===== src/rtl/sysid_probe_pkg.sv =====
// Shared types and constants for the system-ID probe master.
package sysid_probe_pkg;

  typedef enum logic [2:0] {IDLE, RD_ID, RD_TS, RETRY, CHECK, DONE} state_e;

  localparam logic ADDR_ID = 1'b0;
  localparam logic ADDR_TS = 1'b1;

  // Counter must be able to hold TIMEOUT_CYCLES itself so it can saturate there.
  function automatic int timer_width(input int timeout_cycles);
    return $clog2(timeout_cycles + 1);
  endfunction

endpackage


===== src/rtl/sysid_probe_master_if.sv =====
// Avalon-MM read-only link between the probe master and the system-ID slave.
interface sysid_probe_master_if;
  logic        avm_address;
  logic        avm_read;
  logic        avm_waitrequest;
  logic [31:0] avm_readdata;

  modport master (output avm_address, avm_read, input avm_waitrequest, avm_readdata);
  modport slave  (input avm_address, avm_read, output avm_waitrequest, avm_readdata);
endinterface


===== src/rtl/sysid_probe_timer.sv =====
// Saturating stall counter; expired holds once the count reaches TIMEOUT_CYCLES.
module sysid_probe_timer
  import sysid_probe_pkg::*;
#(
  parameter int TIMEOUT_CYCLES = 255
) (
  input  logic clock,
  input  logic reset,
  input  logic clear,
  input  logic enable,
  output logic expired
);

  localparam int W = timer_width(TIMEOUT_CYCLES);
  localparam logic [W-1:0] LIMIT = W'(TIMEOUT_CYCLES);

  logic [W-1:0] count;

  always_ff @(posedge clock) begin
    if (reset || clear)                count <= '0;
    else if (enable && count != LIMIT) count <= count + W'(1);
  end

  assign expired = (count == LIMIT);

endmodule


===== src/rtl/sysid_probe_master.sv =====
// Reads system ID then build timestamp, compares against build-time values,
// and reports a sticky pass/fail with per-word retry on waitrequest timeout.
module sysid_probe_master
  import sysid_probe_pkg::*;
#(
  parameter logic [31:0] EXPECTED_ID    = 32'd34566365,
  parameter logic [31:0] EXPECTED_TS    = 32'd1568289510,
  parameter int          TIMEOUT_CYCLES = 255,
  parameter int          MAX_RETRIES    = 3
) (
  input  logic                        clock,
  input  logic                        reset,
  input  logic                        start,
  sysid_probe_master_if.master        avm,
  output logic                        busy,
  output logic                        done,
  output logic                        pass,
  output logic                        id_match,
  output logic                        ts_match,
  output logic                        timeout_err,
  output logic [31:0]                 id_value,
  output logic [31:0]                 ts_value
);

  localparam int RW = (MAX_RETRIES < 1) ? 1 : $clog2(MAX_RETRIES + 1);

  state_e        state, nstate;
  logic [RW-1:0] retry_cnt;
  logic          ret_ts;
  logic          id_got, ts_got;
  logic          in_rd, accept, expired, tmo;

  assign in_rd  = (state == RD_ID) || (state == RD_TS);
  assign accept = in_rd && !avm.avm_waitrequest;
  // Acceptance wins over an expired timer in the same cycle.
  assign tmo    = in_rd && avm.avm_waitrequest && expired;

  sysid_probe_timer #(.TIMEOUT_CYCLES(TIMEOUT_CYCLES)) u_timer (
    .clock   (clock),
    .reset   (reset),
    .clear   (!in_rd || accept || tmo),
    .enable  (in_rd && avm.avm_waitrequest),
    .expired (expired)
  );

  always_ff @(posedge clock) begin
    if (reset) state <= IDLE;
    else       state <= nstate;
  end

  always_comb begin
    nstate = state;
    case (state)
      IDLE:          if (start) nstate = RD_ID;
      RD_ID, RD_TS: begin
        if (accept)   nstate = (state == RD_ID) ? RD_TS : CHECK;
        else if (tmo) nstate = (retry_cnt != '0) ? RETRY : CHECK;
      end
      RETRY:         nstate = ret_ts ? RD_TS : RD_ID;
      CHECK:         nstate = DONE;
      DONE:          nstate = IDLE;
      default:       nstate = IDLE;
    endcase
  end

  always_comb begin
    avm.avm_read    = in_rd;
    avm.avm_address = (state == RD_TS) ? ADDR_TS : ADDR_ID;
    busy            = in_rd || (state == RETRY) || (state == CHECK);
    done            = (state == DONE);
  end

  always_ff @(posedge clock) begin
    if (reset) begin
      retry_cnt   <= '0;
      ret_ts      <= 1'b0;
      id_got      <= 1'b0;
      ts_got      <= 1'b0;
      pass        <= 1'b0;
      id_match    <= 1'b0;
      ts_match    <= 1'b0;
      timeout_err <= 1'b0;
      id_value    <= '0;
      ts_value    <= '0;
    end else begin
      case (state)
        IDLE: if (start) begin
          retry_cnt   <= RW'(MAX_RETRIES);
          id_got      <= 1'b0;
          ts_got      <= 1'b0;
          pass        <= 1'b0;
          id_match    <= 1'b0;
          ts_match    <= 1'b0;
          timeout_err <= 1'b0;
        end
        RD_ID, RD_TS: begin
          if (accept) begin
            retry_cnt <= RW'(MAX_RETRIES);
            if (state == RD_ID) begin
              id_value <= avm.avm_readdata;
              id_got   <= 1'b1;
            end else begin
              ts_value <= avm.avm_readdata;
              ts_got   <= 1'b1;
            end
          end else if (tmo) begin
            if (retry_cnt != '0) begin
              retry_cnt <= retry_cnt - RW'(1);
              ret_ts    <= (state == RD_TS);
            end else begin
              timeout_err <= 1'b1;
            end
          end
        end
        // A word that was never captured must not match, even if a stale value equals the target.
        CHECK: begin
          id_match <= id_got && (id_value == EXPECTED_ID);
          ts_match <= ts_got && (ts_value == EXPECTED_TS);
          pass     <= id_got && (id_value == EXPECTED_ID) &&
                      ts_got && (ts_value == EXPECTED_TS) && !timeout_err;
        end
        default: ;
      endcase
    end
  end

endmodule


===== src/flat_wrapper.sv =====
// flat-port wrapper written by rule: the top's interface ports become plain ports
module sysid_probe_master_flat import sysid_probe_pkg::*;
#(
  parameter logic [31:0] EXPECTED_ID    = 32'd34566365,
  parameter logic [31:0] EXPECTED_TS    = 32'd1568289510,
  parameter int          TIMEOUT_CYCLES = 255,
  parameter int          MAX_RETRIES    = 3
)
  (clock, reset, start, busy, done, pass, id_match, ts_match, timeout_err, id_value, ts_value, avm_avm_address, avm_avm_read, avm_avm_waitrequest, avm_avm_readdata);
  sysid_probe_master_if avm_i ();
  input  logic clock;
  input  logic reset;
  input  logic start;
  output logic busy;
  output logic done;
  output logic pass;
  output logic id_match;
  output logic ts_match;
  output logic timeout_err;
  output logic [31:0] id_value;
  output logic [31:0] ts_value;
  output wire logic [$bits(avm_i.avm_address)-1:0] avm_avm_address;
  output wire logic [$bits(avm_i.avm_read)-1:0] avm_avm_read;
  input wire logic [$bits(avm_i.avm_waitrequest)-1:0] avm_avm_waitrequest;
  input wire logic [$bits(avm_i.avm_readdata)-1:0] avm_avm_readdata;
  assign avm_avm_address = avm_i.avm_address;
  assign avm_avm_read = avm_i.avm_read;
  assign avm_i.avm_waitrequest = avm_avm_waitrequest;
  assign avm_i.avm_readdata = avm_avm_readdata;
  sysid_probe_master #(.EXPECTED_ID(EXPECTED_ID), .EXPECTED_TS(EXPECTED_TS), .TIMEOUT_CYCLES(TIMEOUT_CYCLES), .MAX_RETRIES(MAX_RETRIES)) u_core (.clock(clock), .reset(reset), .start(start), .avm(avm_i), .busy(busy), .done(done), .pass(pass), .id_match(id_match), .ts_match(ts_match), .timeout_err(timeout_err), .id_value(id_value), .ts_value(ts_value));
endmodule

===== config.mk =====
export PLATFORM = sky130hd
export DESIGN_NAME = sysid_probe_master_flat
export DESIGN_NICKNAME = d
export VERILOG_FILES = /design/src/rtl/sysid_probe_pkg.sv /design/src/rtl/sysid_probe_master_if.sv /design/src/rtl/sysid_probe_timer.sv /design/src/rtl/sysid_probe_master.sv /design/src/flat_wrapper.sv
export SDC_FILE = /design/constraint.sdc
export NUM_CORES = 1
export LEC_CHECK = 0
export BUFFER_PORTS_ARGS = -buffer_cell sky130_fd_sc_hd__buf_2
export CAP_MARGIN = 10
export CORE_MARGIN = 8
export CORE_UTILIZATION = 35
export CTS_CLUSTER_DIAMETER = 60
export DETAILED_ROUTE_END_ITERATION = 6
export MAX_ROUTING_LAYER = met4
export SLEW_MARGIN = 20
export SYNTH_ARGS = -nofsm -noshare
export SYNTH_HDL_FRONTEND = slang
export SYNTH_HIERARCHICAL = 1
export SYNTH_SLANG_ARGS = --single-unit

===== constraint.sdc =====
create_clock -name clock -period 2.5 [get_ports clock]
set_clock_uncertainty 0.15 [all_clocks]
set_input_delay 0 -clock clock [delete_from_list [all_inputs] [get_ports clock]]
set_output_delay 0 -clock clock [all_outputs]
set_load 0.05 [all_outputs]

* Word level (Yosys, flattened, before mapping)
Cells that the tools add are included.
** Storage, ports and cells
- Logic and storage cells :: 93
- Bits in registers :: 84
- Output and inout port bits :: 72
** Cells by class
- Eq/ne operators :: 18
- Muxes and demuxes :: 27
- Reduce and logical (&&, ||, !) cells :: 32
- Add/subtract/negate cells :: 2
- Bitwise logic cells :: 2
** Operators with widths (count)
- $eq 32x26->1 const B :: 1
- $eq 32x31->1 const B :: 1
- $reduce_and 4->1 :: 4
- $mux 3 :: 5
- $pmux 1 s2 :: 6
- $pmux 3 s4 :: 1
- $mux 2 :: 5
- $logic_and 1x1->1 :: 9
- $mux 1 :: 9
- $add 8x1->8 const B :: 1
- $eq 8x8->1 const B :: 1
- $ne 2x2->1 const B :: 4
- $ne 8x8->1 const B :: 1
- $eq 3x2->1 const B :: 2
- $eq 3x3->1 const B :: 2
- $logic_or 1x1->1 :: 6
- $ne 2x1->1 const B :: 3
- $ne 3x1->1 const B :: 2
- $reduce_and 3->1 :: 2
- $reduce_bool 2->1 :: 3
- $reduce_and 5->1 :: 1
- $pmux 2 s2 :: 1
- $reduce_and 2->1 :: 2
- $eq 3x1->1 const B :: 1
- 5 further kinds :: 8

* Longest topological paths before layout
- Depth after elaboration :: 7
- Gate-level depth with buffers :: 9

* Hierarchy
Netlist, hierarchy kept.
** By module, submodules not included
- sysid_probe_master :: cells each 395, instances 1, area each 3136.8 um2, seq. area each 1521.5 um2
- sysid_probe_timer :: cells each 49, instances 1, area each 425.4 um2, seq. area each 160.2 um2

* Worst setup path after synthesis
OpenSTA, ideal clock, no wires.
- Kind :: flip-flop to flip-flop
- Start point :: reg u_core.state[2]
- End point :: reg u_core.ts_value[8]
- Cell stages (with the launch flop) :: 7
- Required time :: 2218 ps
- Arrival :: 1794 ps
- Setup slack :: 424 ps
- Period minus slack after synthesis :: 2076 ps
- Cells stage by stage :: dfxtp_1 > buf_4 > nor3b_2 > nand2b_1 > clkbuf_1 > nand2_1 > a21oi_1
** Between the ends
- Cells in the longest elaborated chain, start to end :: 4
- Elaborated cells on any way between the ends :: 7
- Classes of those cells :: eq/ne: 2; bitwise: 1; reduce/logical: 4
** RTL lines
- start, declared :: line sysid_probe_master.sv:27 : state_e state, nstate;
- start signal, assigned :: line sysid_probe_master.sv:48 : else state <= nstate;
- $eq 3x1->1 or $eq 3x2->1 (tied branches) :: line sysid_probe_master.sv:33, sysid_probe_master.sv:86, sysid_probe_master.sv:99
- $logic_or 1x1->1 :: line sysid_probe_master.sv:33 : assign in_rd = (state == RD_ID) || (state == RD_TS);
- $logic_and 1x1->1 :: line sysid_probe_master.sv:34 : assign accept = in_rd && !avm.avm_waitrequest;
- $reduce_and 3->1 (no source line) (*)
- end signal, assigned :: line sysid_probe_master.sv:103 : ts_value <= avm.avm_readdata;
- end, declared :: line sysid_probe_master.sv:22 : output logic [31:0] ts_value
Mark *: on every way between the ends. The rest lies on a longest branch, timed or not.
A chain may end at the register's enable or synchronous reset.

* Worst setup path in the final report
- Start point :: reg u_core.u_timer.count[5]
- End point :: reg u_core.ret_ts
** Between the ends
- Cells in the longest elaborated chain, start to end :: 3
** RTL lines
- start, declared :: line sysid_probe_timer.sv:17 : logic [W-1:0] count;
- start signal, assigned :: line sysid_probe_timer.sv:21 : else if (enable && count != LIMIT) count <= count + W'(1);
- $eq 8x8->1 :: line sysid_probe_timer.sv:24 : assign expired = (count == LIMIT);
- named net u_core.expired :: line sysid_probe_master.sv:31 : logic in_rd, accept, expired, tmo;
- $logic_and 1x1->1 :: line sysid_probe_master.sv:36 : assign tmo = in_rd && avm.avm_waitrequest && expired;
- $reduce_and 4->1 (no source line)
- end signal, assigned :: line sysid_probe_master.sv:109 : ret_ts <= (state == RD_TS);
- end, declared :: line sysid_probe_master.sv:29 : logic ret_ts;
The timed path passes the listed nets, and every way through them passes these cells.

==> reports/results.txt <==
TritonCTS built the clock tree. The post-synthesis async set-or-reset flop share was 0. The count of buffers from port buffering works out to 107. Across all register-to-register paths, the minimum setup slack is 290 ps. The most common flop cell mapped by yosys was sky130_fd_sc_hd__dfxtp_1. The floorplan step defined a die boundary enclosing 0.01366 sq mm.

The kind of critical path was reg -> reg. Yosys printed 6 warnings. From left edge to right edge, the die measures 116.9 um. The run gives 0.4721 as the proportion of synthesized chip area in sequential cells. The initial DRC count is 246, and the wire length after detailed routing is 11,190 um. After clock tree synthesis, the setup repair step added 0 buffers. Setup violations remaining at the end of the flow were counted as 0. The logs give 0.6092 for the worst slew margin relative to its limit and 618 for the number of nets in the final layout. Pin placement for this block handled 108 I/O pins. Routability-driven placement finished with a final weighted congestion of 0.8232. For the synthesized cell area, the log shows 0.003562 sq mm. The clock transition at the register clock pins on the worst setup and hold paths after CTS was 90 ps.

The total overflow reported by the global router was 0. Detailed placement finished with a half-perimeter wire length of 7998 um. The average cell area after synthesis is 8.023 sq um. The root buffer cell chosen for the clock tree is sky130_fd_sc_hd__clkbuf_8. The final routed wire length divided by cell count is 15.52 um. The first detailed-routing pass ran for 4 iterations. The area growth from synthesis to layout is 34.74%. For the initial core utilization, the log shows 0.3530. In this run the static leakage power is 1.875 nW.

The detail route stage leaves a number of antenna-violating nets equal to 0. The worst setup path is launched from a flip-flop. The worst path required time came out at 2590 ps.

The power per standard cell area is 783.8 mW/mm^2, and the largest net degree at the start of global routing is 59. The ratio of routed vias to standard cells is 5.014, and the number of maximum-capacitance constraint violations is 0. The number of different library cells in the post-synthesis netlist was 50.

The kind of path behind the tightest hold check was in -> reg. The row count is 37. The synthesized instance count is 444, and the part of the cycle the worst path needs is 0.8831. At the later pin of the worst-skew pair, clock insertion delay measures 360 ps.

Once the clock tree was built, the resizer swapped 0 gates to a different size. For the pin with the worst max-slew slack, the measured transition is 578.3 ps. The filler cells instantiated in the layout total 1,023. The number of H-tree branching levels came out at 3.

The flow ran to the end, and the final reports show no timing, DRC or antenna violations. The all-layer global routing usage was 0.1716; the number of buffers created by CTS was 9. The tools report the number of global-route vias before repair as 3,450.

The wire length of the first global-routing pass is 17,820 um, and the number of remaining DRC errors is 0. The region available for standard cell placement spans 0.01009 sq mm. For this design, the sink count on the clock tree is 84. STA classifies the critical path endpoint as a flip-flop.

The clock tree buffer depth was 2. The minimum clock period after layout is 2208 ps. The floorplan step set the die height to 116.9 um. For the number of max-slew violations in the final report, the log shows 0. The share of final-layout standard cells stronger than drive strength 1 came out at 0.2530. The antenna diode count is 0. The initial antenna violation count is 0, and the final-layout setup total negative slack is 0 ps. The number of synthesized flops with an enable pin came out at 0.

For the worst setup path, the data arrival time is 2300 ps. Along the worst path, the maximum fanout reaches 6. VDD sags by at most 0.3940 mV. The total number of vias is 3,615. Synthesis inferred 84 register bits. Based on the critical path, the design can be clocked at up to 0.4529 GHz. The number of nets handed over by synthesis was 482. The number of failing hold endpoints at the final stage is 0, and the number of cells after detailed placement is 671. Setup repair after global routing left no endpoint under its margin. The non-filler instance count after layout is 721.
==> stage by stage <==
step	worst slack (ps)	util	total power, mW	hold slack [ps]	area, sq um
finish	292.2	0.4756	3.762	67.63	4800
global route	39.30	0.4756	3.969	81.96	4800
CTS	307.0	0.4756	3.795	55.69	4800
detailed placement	311.4	0.4238	2.849	110.3	4277
global placement	371.5	0.4238	2.834	106.5	4277
floorplan	424.2	-	2.479	-73.16	3562
==> worst max-delay path: stages, from the launching register on <==
cell                       delay, ps
sky130_fd_sc_hd__dfxtp_1         390
sky130_fd_sc_hd__and3_1          290
sky130_fd_sc_hd__inv_1            90
sky130_fd_sc_hd__nor3_1          380
sky130_fd_sc_hd__nand2b_1        150
sky130_fd_sc_hd__nor4b_2         360
sky130_fd_sc_hd__mux2i_1         230
sky130_fd_sc_hd__nor2_1           60
==> power breakdown <==
| group | internal (mW) | total, mW | switching (mW) |
|---|---|---|---|
| Combinational | 0.386 | 1.30 | 0.910 |
| Clock | 0.375 | 0.907 | 0.533 |
| Sequential | 1.46 | 1.56 | 0.0958 |
==> cell usage after synthesis, types with 2 or more instances <==
| cell | instances | share of area |
|---|---|---|
| sky130_fd_sc_hd__nor4b_2 | 2 | 0.0084 |
| sky130_fd_sc_hd__nor4bb_1 | 4 | 0.011 |
| sky130_fd_sc_hd__ha_1 | 2 | 0.0070 |
| sky130_fd_sc_hd__a31oi_1 | 2 | 0.0035 |
| sky130_fd_sc_hd__a2111oi_0 | 4 | 0.0098 |
| sky130_fd_sc_hd__xnor2_1 | 2 | 0.0049 |
| sky130_fd_sc_hd__nor3b_1 | 2 | 0.0042 |
| sky130_fd_sc_hd__o21a_1 | 3 | 0.0063 |
| sky130_fd_sc_hd__o221ai_1 | 2 | 0.0049 |
| sky130_fd_sc_hd__clkbuf_1 | 20 | 0.021 |
| sky130_fd_sc_hd__nand2b_1 | 5 | 0.0088 |
| sky130_fd_sc_hd__nor2_1 | 10 | 0.011 |
| sky130_fd_sc_hd__inv_1 | 7 | 0.0074 |
| sky130_fd_sc_hd__a41oi_1 | 2 | 0.0049 |
| sky130_fd_sc_hd__or3_1 | 3 | 0.0053 |
| sky130_fd_sc_hd__mux2i_1 | 4 | 0.011 |
| sky130_fd_sc_hd__nand4b_1 | 5 | 0.012 |
| sky130_fd_sc_hd__or4b_1 | 2 | 0.0056 |
| sky130_fd_sc_hd__or3b_1 | 3 | 0.0074 |
| sky130_fd_sc_hd__nor3_1 | 5 | 0.0070 |
| sky130_fd_sc_hd__o21ai_0 | 5 | 0.0070 |
| sky130_fd_sc_hd__and4_1 | 2 | 0.0049 |
| sky130_fd_sc_hd__a211oi_1 | 3 | 0.0063 |
| sky130_fd_sc_hd__nor4_2 | 2 | 0.0070 |
| sky130_fd_sc_hd__dfxtp_1 | 84 | 0.47 |
| sky130_fd_sc_hd__nand4_1 | 5 | 0.0088 |
| sky130_fd_sc_hd__buf_2 | 8 | 0.011 |
| sky130_fd_sc_hd__a311oi_1 | 3 | 0.0074 |
| sky130_fd_sc_hd__nand2_1 | 145 | 0.15 |
| sky130_fd_sc_hd__a21oi_1 | 75 | 0.11 |
| sky130_fd_sc_hd__nand3b_1 | 3 | 0.0063 |
| sky130_fd_sc_hd__nor2b_1 | 2 | 0.0035 |
==> layout by cell type (no fill, tap or decap), drive strengths merged, types with 3 or more instances in the layout <==
cell / n
dlygate4sd3: 34
o21a: 3
nand2: 146
clkinv: 4
nor3: 6
buf: 120
dfxtp: 84
nor3b: 3
a21oi: 75
nand2b: 5
o21ai: 5
or3: 3
clkbuf: 9
nor4: 3
nor4bb: 4
a2111oi: 5
nor2: 10
inv: 10
a211oi: 3
nand4b: 5
mux2i: 4
nand4: 5
nand3b: 3
a311oi: 3
or3b: 3
==> registers in the layout, summed over array words and instances (netlist names) <==
signal	flops
u_core/retry_cnt	2
u_core/ts_match	1
u_core/state	3
u_core/u_timer/count	8
u_core/ts_value	32
u_core/pass	1
u_core/ret_ts	1
u_core/id_value	32
u_core/id_got	1
u_core/timeout_err	1
u_core/ts_got	1
u_core/id_match	1
==> kinds of logic (layout without fill, tap and decap cells) <==
family | after synthesis | count (layout) | share of synthesized area
xor+xnor | 2 | 2 | 0.004918
simple gates | 209 | 209 | 0.2898
flops | 84 | 84 | 0.4721
mux | 4 | 4 | 0.01124
buf+inv | 37 | 178 | 0.04285
fa+ha+maj | 2 | 2 | 0.007024
compound gates | 106 | 106 | 0.1721
==> worst paths after layout <==
kind,from,endpoint,cells after the start
worst max-delay path,u_core/u_timer/count[5],u_core/ret_ts,7
worst max register to register,u_core/u_timer/count[5],u_core/ret_ts,7
worst min register to register,u_core/ts_match,u_core/ts_match,2
worst min-delay path,avm_avm_waitrequest,u_core/state[1],4
==> repair_timing <==
item | CTS | global route
hold buffers | 34 | 0
endpoints found under the setup margin | 0 | 0
endpoints found under the hold margin | 67 | 0
==> per-layer routing <==
metal  wire length, um  track usage
met5                 0            -
met4               123      0.05461
met3               658      0.03027
met2              5258       0.2662
met1              5147       0.2226
==> layout make-up <==
cell class / instances / area (sq um) / area share
multi-input cells: 323 / 1737 / 0.3618
flip-flops and latches: 84 / 1682 / 0.3504
repair buffers: 154 / 998.5 / 0.2080
well taps: 136 / 170.2 / 0.03545
clock buffers: 9 / 123.9 / 0.02581
clock inverters: 7 / 58.81 / 0.01225
inverters: 8 / 30.03 / 0.006257
Note: power is estimated with default switching activity, not from simulation.
